$ cat config.mk
export PLATFORM = sky130hd
export DESIGN_NAME = ycr_pipe_wb_arb
export DESIGN_NICKNAME = d
export VERILOG_FILES = /design/src/rtl/ycr_pipe_wb_arb_pkg.sv /design/src/rtl/ycr_wb_fifo.sv /design/src/rtl/ycr_pipe_wb_arb.sv
export SDC_FILE = /design/constraint.sdc
export NUM_CORES = 1
export LEC_CHECK = 0
export ABC_AREA = 1
export CORE_MARGIN = 5
export CORE_UTILIZATION = 38
export CTS_BUF_LIST = sky130_fd_sc_hd__clkbuf_8 sky130_fd_sc_hd__clkbuf_16
export CTS_CLUSTER_DIAMETER = 200
export DETAILED_ROUTE_END_ITERATION = 12
export PLACE_DENSITY_LB_ADDON = 0.08
export SLEW_MARGIN = 10
export SYNTH_ARGS = -nofsm -noshare
export SYNTH_HDL_FRONTEND = slang
export SYNTH_HIERARCHICAL = 1
export SYNTH_SLANG_ARGS = --single-unit
$ cat constraint.sdc
create_clock -name clk -period 2.7 [get_ports clk]
set_clock_uncertainty 0.05 [all_clocks]
set_input_delay 0.27 -clock clk [delete_from_list [all_inputs] [get_ports clk]]
set_output_delay 0.27 -clock clk [all_outputs]
set_load 0.01 [all_outputs]
$ cat src/rtl/ycr_pipe_wb_arb_pkg.sv
// Shared writeback types: FIFO entry layout and default sizing.
// Widths fall back to RV32 defaults when the core-wide macros are absent.
`ifndef YCR_MPRF_AWIDTH
`define YCR_MPRF_AWIDTH 5
`endif
`ifndef YCR_XLEN
`define YCR_XLEN 32
`endif

package ycr_pipe_wb_arb_pkg;

    localparam int YCR_WB_FIFO_DEPTH = 2;
    localparam int YCR_WB_AWIDTH     = `YCR_MPRF_AWIDTH;
    localparam int YCR_WB_XLEN       = `YCR_XLEN;

    typedef struct packed {
        logic [YCR_WB_AWIDTH-1:0] rd_addr;
        logic [YCR_WB_XLEN-1:0]   rd_data;
    } type_ycr_wb_entry_s;

    localparam int YCR_WB_ENTRY_W = $bits(type_ycr_wb_entry_s);

    function automatic logic wb_is_x0(input logic [YCR_WB_AWIDTH-1:0] addr);
        return addr == '0;
    endfunction

endpackage

$ cat src/rtl/ycr_wb_fifo.sv
// Small synchronous FIFO buffering LSU load returns until the write port is free.
// DEPTH must be a power of two so the pointers wrap without compare logic.
module ycr_wb_fifo
    import ycr_pipe_wb_arb_pkg::*;
#(
    parameter int DEPTH = YCR_WB_FIFO_DEPTH
) (
    input  logic                      clk,
    input  logic                      rst_n,
    input  logic                      push,
    input  logic [YCR_WB_ENTRY_W-1:0] din,
    input  logic                      pop,
    output logic [YCR_WB_ENTRY_W-1:0] dout,
    output logic                      full,
    output logic                      empty
);

    localparam int PW = $clog2(DEPTH);
    localparam logic [PW:0] FULL_CNT = (PW+1)'(DEPTH);

    logic [YCR_WB_ENTRY_W-1:0] mem [DEPTH];
    logic [PW-1:0]             rptr;
    logic [PW-1:0]             wptr;
    logic [PW:0]               count;

    always_ff @(posedge clk) begin
        if (push) mem[wptr] <= din;
    end

    always_ff @(posedge clk or negedge rst_n) begin
        if (!rst_n) begin
            rptr  <= '0;
            wptr  <= '0;
            count <= '0;
        end else begin
            if (push) wptr <= wptr + 1'b1;
            if (pop)  rptr <= rptr + 1'b1;
            case ({push, pop})
                2'b10:   count <= count + 1'b1;
                2'b01:   count <= count - 1'b1;
                default: count <= count;
            endcase
        end
    end

    assign dout  = mem[rptr];
    assign full  = (count == FULL_CNT);
    assign empty = (count == '0);

endmodule

$ cat src/rtl/ycr_pipe_wb_arb.sv
// Writeback arbiter for the single MPRF write port plus pending-load scoreboard.
// Optional YCR_WB_FWD_EN adds a bypass of the value being written this cycle.
module ycr_pipe_wb_arb
    import ycr_pipe_wb_arb_pkg::*;
#(
    parameter int WB_FIFO_DEPTH = YCR_WB_FIFO_DEPTH,
    parameter int WB_AWIDTH     = YCR_WB_AWIDTH,
    parameter int WB_XLEN       = YCR_WB_XLEN
) (
    input  logic                 clk,
    input  logic                 rst_n,
    input  logic                 alu2wb_vd_i,
    input  logic [WB_AWIDTH-1:0] alu2wb_rd_addr_i,
    input  logic [WB_XLEN-1:0]   alu2wb_rd_data_i,
    input  logic                 lsu2wb_vd_i,
    output logic                 wb2lsu_rdy_o,
    input  logic [WB_AWIDTH-1:0] lsu2wb_rd_addr_i,
    input  logic [WB_XLEN-1:0]   lsu2wb_rd_data_i,
    input  logic                 exu2wb_ld_issue_i,
    input  logic [WB_AWIDTH-1:0] exu2wb_ld_rd_i,
    input  logic [WB_AWIDTH-1:0] exu2wb_rs1_addr_i,
    input  logic [WB_AWIDTH-1:0] exu2wb_rs2_addr_i,
    input  logic [WB_AWIDTH-1:0] exu2wb_rd_addr_i,
    output logic                 wb2exu_hazard_o,
    output logic                 exu2mprf_w_req_o,
    output logic [WB_AWIDTH-1:0] exu2mprf_rd_addr_o,
    output logic [WB_XLEN-1:0]   exu2mprf_rd_data_o,
    output logic                 wb2exu_fwd_rs1_vd_o,
    output logic                 wb2exu_fwd_rs2_vd_o,
    output logic [WB_XLEN-1:0]   wb2exu_fwd_data_o
);

    localparam int NREGS = 2**WB_AWIDTH;

    type_ycr_wb_entry_s   push_entry;
    type_ycr_wb_entry_s   head_entry;
    logic                 fifo_full;
    logic                 fifo_empty;
    logic                 lsu_push;
    logic                 fifo_pop;

    logic                 sel_vd;
    logic [WB_AWIDTH-1:0] sel_addr;
    logic [WB_XLEN-1:0]   sel_data;
    logic                 wr_from_lsu;

    logic [NREGS-1:0]     pending;
    logic [NREGS-1:0]     pending_nxt;

    assign push_entry.rd_addr = lsu2wb_rd_addr_i;
    assign push_entry.rd_data = lsu2wb_rd_data_i;

    assign wb2lsu_rdy_o = !fifo_full;
    assign lsu_push     = lsu2wb_vd_i & wb2lsu_rdy_o;
    // ALU has no backpressure, so buffered loads only drain in ALU-idle cycles
    assign fifo_pop     = !alu2wb_vd_i & !fifo_empty;

    ycr_wb_fifo #(
        .DEPTH (WB_FIFO_DEPTH)
    ) i_fifo (
        .clk   (clk),
        .rst_n (rst_n),
        .push  (lsu_push),
        .din   (push_entry),
        .pop   (fifo_pop),
        .dout  (head_entry),
        .full  (fifo_full),
        .empty (fifo_empty)
    );

    always_comb begin
        sel_vd   = alu2wb_vd_i | !fifo_empty;
        sel_addr = alu2wb_vd_i ? alu2wb_rd_addr_i : head_entry.rd_addr;
        sel_data = alu2wb_vd_i ? alu2wb_rd_data_i : head_entry.rd_data;
    end

    always_ff @(posedge clk or negedge rst_n) begin
        if (!rst_n) begin
            exu2mprf_w_req_o   <= 1'b0;
            exu2mprf_rd_addr_o <= '0;
            exu2mprf_rd_data_o <= '0;
            wr_from_lsu        <= 1'b0;
        end else begin
            exu2mprf_w_req_o <= sel_vd & !wb_is_x0(sel_addr);
            wr_from_lsu      <= fifo_pop;
            if (sel_vd) begin
                exu2mprf_rd_addr_o <= sel_addr;
                exu2mprf_rd_data_o <= sel_data;
            end
        end
    end

    // Clear on load commit first, then set, so a newer load to the same rd stays pending
    always_comb begin
        pending_nxt = pending;
        if (exu2mprf_w_req_o & wr_from_lsu)
            pending_nxt[exu2mprf_rd_addr_o] = 1'b0;
        if (exu2wb_ld_issue_i & !wb_is_x0(exu2wb_ld_rd_i))
            pending_nxt[exu2wb_ld_rd_i] = 1'b1;
    end

    always_ff @(posedge clk or negedge rst_n) begin
        if (!rst_n) pending <= '0;
        else        pending <= pending_nxt;
    end

    assign wb2exu_hazard_o = (!wb_is_x0(exu2wb_rs1_addr_i) & pending[exu2wb_rs1_addr_i])
                           | (!wb_is_x0(exu2wb_rs2_addr_i) & pending[exu2wb_rs2_addr_i])
                           | (!wb_is_x0(exu2wb_rd_addr_i)  & pending[exu2wb_rd_addr_i]);

`ifdef YCR_WB_FWD_EN
    assign wb2exu_fwd_rs1_vd_o = exu2mprf_w_req_o & !wb_is_x0(exu2wb_rs1_addr_i)
                               & (exu2wb_rs1_addr_i == exu2mprf_rd_addr_o);
    assign wb2exu_fwd_rs2_vd_o = exu2mprf_w_req_o & !wb_is_x0(exu2wb_rs2_addr_i)
                               & (exu2wb_rs2_addr_i == exu2mprf_rd_addr_o);
    assign wb2exu_fwd_data_o   = exu2mprf_rd_data_o;
`else
    assign wb2exu_fwd_rs1_vd_o = 1'b0;
    assign wb2exu_fwd_rs2_vd_o = 1'b0;
    assign wb2exu_fwd_data_o   = '0;
`endif

`ifndef SYNTHESIS
    // EXU must stall on an rd hazard, so an ALU write never targets a pending register
    alu_wr_to_pending : assert property (@(posedge clk) disable iff (!rst_n)
        !(alu2wb_vd_i && !wb_is_x0(alu2wb_rd_addr_i) && pending[alu2wb_rd_addr_i]));
`endif

endmodule

==> metrics.txt, run 1 <==
Syn-to-layout area delta 28.9%; global-route wire length before repair 30,800 um; Max Root-Sink Buffers 2; FFs w/ async S/R, synth 0.503; ANT cells 0; # H-tree levels 4; initial drt markers 292; Overflow after GRT 0; final-report hold violation count 0; Worst setup EP type output port; RSZ-0062 raised after global routing no; largest net degree at the start of global routing 56; vias in the first global route 5,840; Area after DPL 8920 sq um; Worst IR Drop VDD 515 uV; clock period minus worst slack 2.54 ns; commonest non-fill, non-tap cell in the layout nand2_1; Total Nets Final 1,097; fmax 0.394 GHz; Critical Path RT 2.38 ns; slowest stage cell, crit path clkdlybuf4s50_1; Residual DRC 0; Routed WL 19,500 um; WHS 0.275 ns; total number of vias 5,902; status finished, final reports clean; Worst EP arrival 2.22 ns; CTS Root Cell clkbuf_16; Mean Syn Cell Area 8.61 sq um; post-route ant nets 0; top_reg_cell synth dfrtp_1; area leader, netlist edfxtp_1; Setup TNS 0 ns; Worst-Skew Late Latency 0.41 ns; most used cell, CP nand2_1; crit start category input port; max-cap viol count 0; die height 149 um; multi-input logic area 2560 sq um; initial antenna violation count 2; DP Wirelength 14,400 um; Yosys cell types 31; Worst-Margin Slew 0.695 ns; Syn Inst Count 857; Pwr Density 913 nW/um^2; FF+latch area 4100 sq um; clock sink count 149; vias per cell 4.63; Starting Density 0.383; slowest cell delay on critical path 0.67 ns; Cell Area, Synth 7380 sq um; Die W 149 um; Crit Path Max Fanout 9; share of cells above drive strength 1 0.0644; endpoints failing setup 0; leakage 4.20 nW; post-CTS setup buffer count 0; DR WL/cell 15.3 um; max-slew violations 0; row cnt 51; CTS tree yes; setup slack, reg-to-reg 0.96 ns; IO Port Bufs 138; clk slew on worst S/H paths 0.06 ns; CTS Buf Count 17; critical path type in -> out; Final Wtd Congestion 0.893; Die Area 22,300 sq um; final core utilization 0.493; largest cells by area after synthesis edfxtp_1 (30%), dfrtp_1 (25%), nand2_1 (14%); Core Box Area 19,300 sq um; most frequent cells in the layout nand2_1 (274), clkdlybuf4s50_1 (135), nand3_1 (114), inv_1 (96), o21ai_0 (92); power consumption 0.00869 W; max_slew headroom 0.537; Yosys reg bits 149; Final Cell Area 9510 sq um; GRT Util Overall 0.180; DRT Pass-1 Iters 5; Seq/Total Area, Yosys 0.556; crit-path cells clkdlybuf4s50_1, inv_2, nand2_1, nand3_2, nand3_1, nand2_1, nand2_1, nand2_1, nand2_1, nand2_1, nor2_1, nand2_1, clkdlybuf4s50_1; fillers 1,908; Ports 173; Yosys Warn Count 6; Synth top area share 0.301; min-delay worst type in -> reg; Final period util 0.940; Post-synth EDFFs 74
synth_stat cells, types with 2 or more instances:
library cell / number
a21oi_1: 3
a31oi_1: 3
buf_2: 10
buf_4: 37
buf_6: 8
clkbuf_1: 8
dfrtp_1: 75
edfxtp_1: 74
inv_1: 97
inv_2: 6
mux2i_1: 5
nand2_1: 274
nand2_2: 3
nand3_1: 114
nand3_2: 2
nor2_1: 16
nor3_1: 2
o211ai_1: 3
o21ai_0: 92
o21ai_1: 13
xor2_1: 2
logic make-up after synthesis:
group / Yosys count / share of synthesized area
other: 1 / 0.000508
XOR/XNOR: 3 / 0.00356
flip-flops: 149 / 0.556
buffers and inverters: 168 / 0.117
multiplexers: 5 / 0.00678
AO/OA/AOI/OAI: 115 / 0.0801
AND/OR/NAND/NOR: 415 / 0.235
adder cells (fa/ha/maj): 1 / 0.00170
sequential cells by signal (all words and copies together) (netlist names), 2 cells and up:
name / flops
exu2mprf_rd_addr_o: 5
i_fifo/mem: 74
i_fifo/count: 2
exu2mprf_rd_data_o: 32
pending: 32
power breakdown:
group	switching, W	internal (W)	total, W	leakage (nW)
registers	0.000435	0.00314	0.00357	1.54
logic	0.00171	0.00116	0.00287	2.39
clock network	0.000953	0.00129	0.00224	0.277
per-layer routing:
metal,track usage,share of wire,vias up
met5,0,0.0014,-
met4,0.0650,0.025,4
met3,0.0535,0.062,40
met2,0.306,0.50,161
met1,0.216,0.41,2695
li1,-,-,3002
area by class of cell:
type                            count  area share
Clock buffer                       17      0.0447
Clock inverter                     15      0.0150
Inverter                          104      0.0418
Multi-Input combinational cell    573       0.270
Sequential cell                   149       0.431
Tap cell                          265      0.0349
Timing Repair Buffer              152       0.163
final timing paths:
path / endpoint / start / cells past startpoint
max: wb2exu_hazard_o / exu2wb_rd_addr_i[2] / 13
min: exu2mprf_rd_data_o[23] / alu2wb_vd_i / 3
max reg2reg: exu2mprf_rd_data_o[14] / i_fifo/count[0] / 6
min in group asynchronous: exu2mprf_rd_data_o[25] / rst_n / 2
min reg2reg: exu2mprf_rd_data_o[2] / exu2mprf_rd_data_o[2] / 2
max in group asynchronous: pending[22] / rst_n / 3
metrics by stage:
step                      cells  setup slack [ns]
after floorplan             890             0.522
after global placement     1242            0.0917
after detailed placement   1242             0.138
after CTS                  1275             0.129
after global routing       1275           0.00998
final                      1275             0.163
timing repair:
| item | in CTS | in global routing |
|---|---|---|
| hold buffers | 1 | 0 |
| resized for setup | 0 | 3 |
| setup endpoints to repair | 0 | 1 |
| hold endpoints to repair | 48 | 0 |
worst max-delay path, delay by kind of cell:
| kind | cells | cell delay, ns |
|---|---|---|
| buffers and inverters | 3 | 1.29 |
| and+or+nand+nor | 10 | 0.67 |
Note: power is estimated with default switching activity, not from simulation.
==> run 2, diff against run 1 <==
--- a/config.mk
+++ b/config.mk
@@ -6,6 +6,7 @@
 export NUM_CORES = 1
 export LEC_CHECK = 0
 export ABC_AREA = 1
+export CAP_MARGIN = 20
 export CORE_MARGIN = 5
 export CORE_UTILIZATION = 38
 export CTS_BUF_LIST = sky130_fd_sc_hd__clkbuf_8 sky130_fd_sc_hd__clkbuf_16
==> results of run 2 <==
Final layout, timing and power as in run 1 (identical DEF).
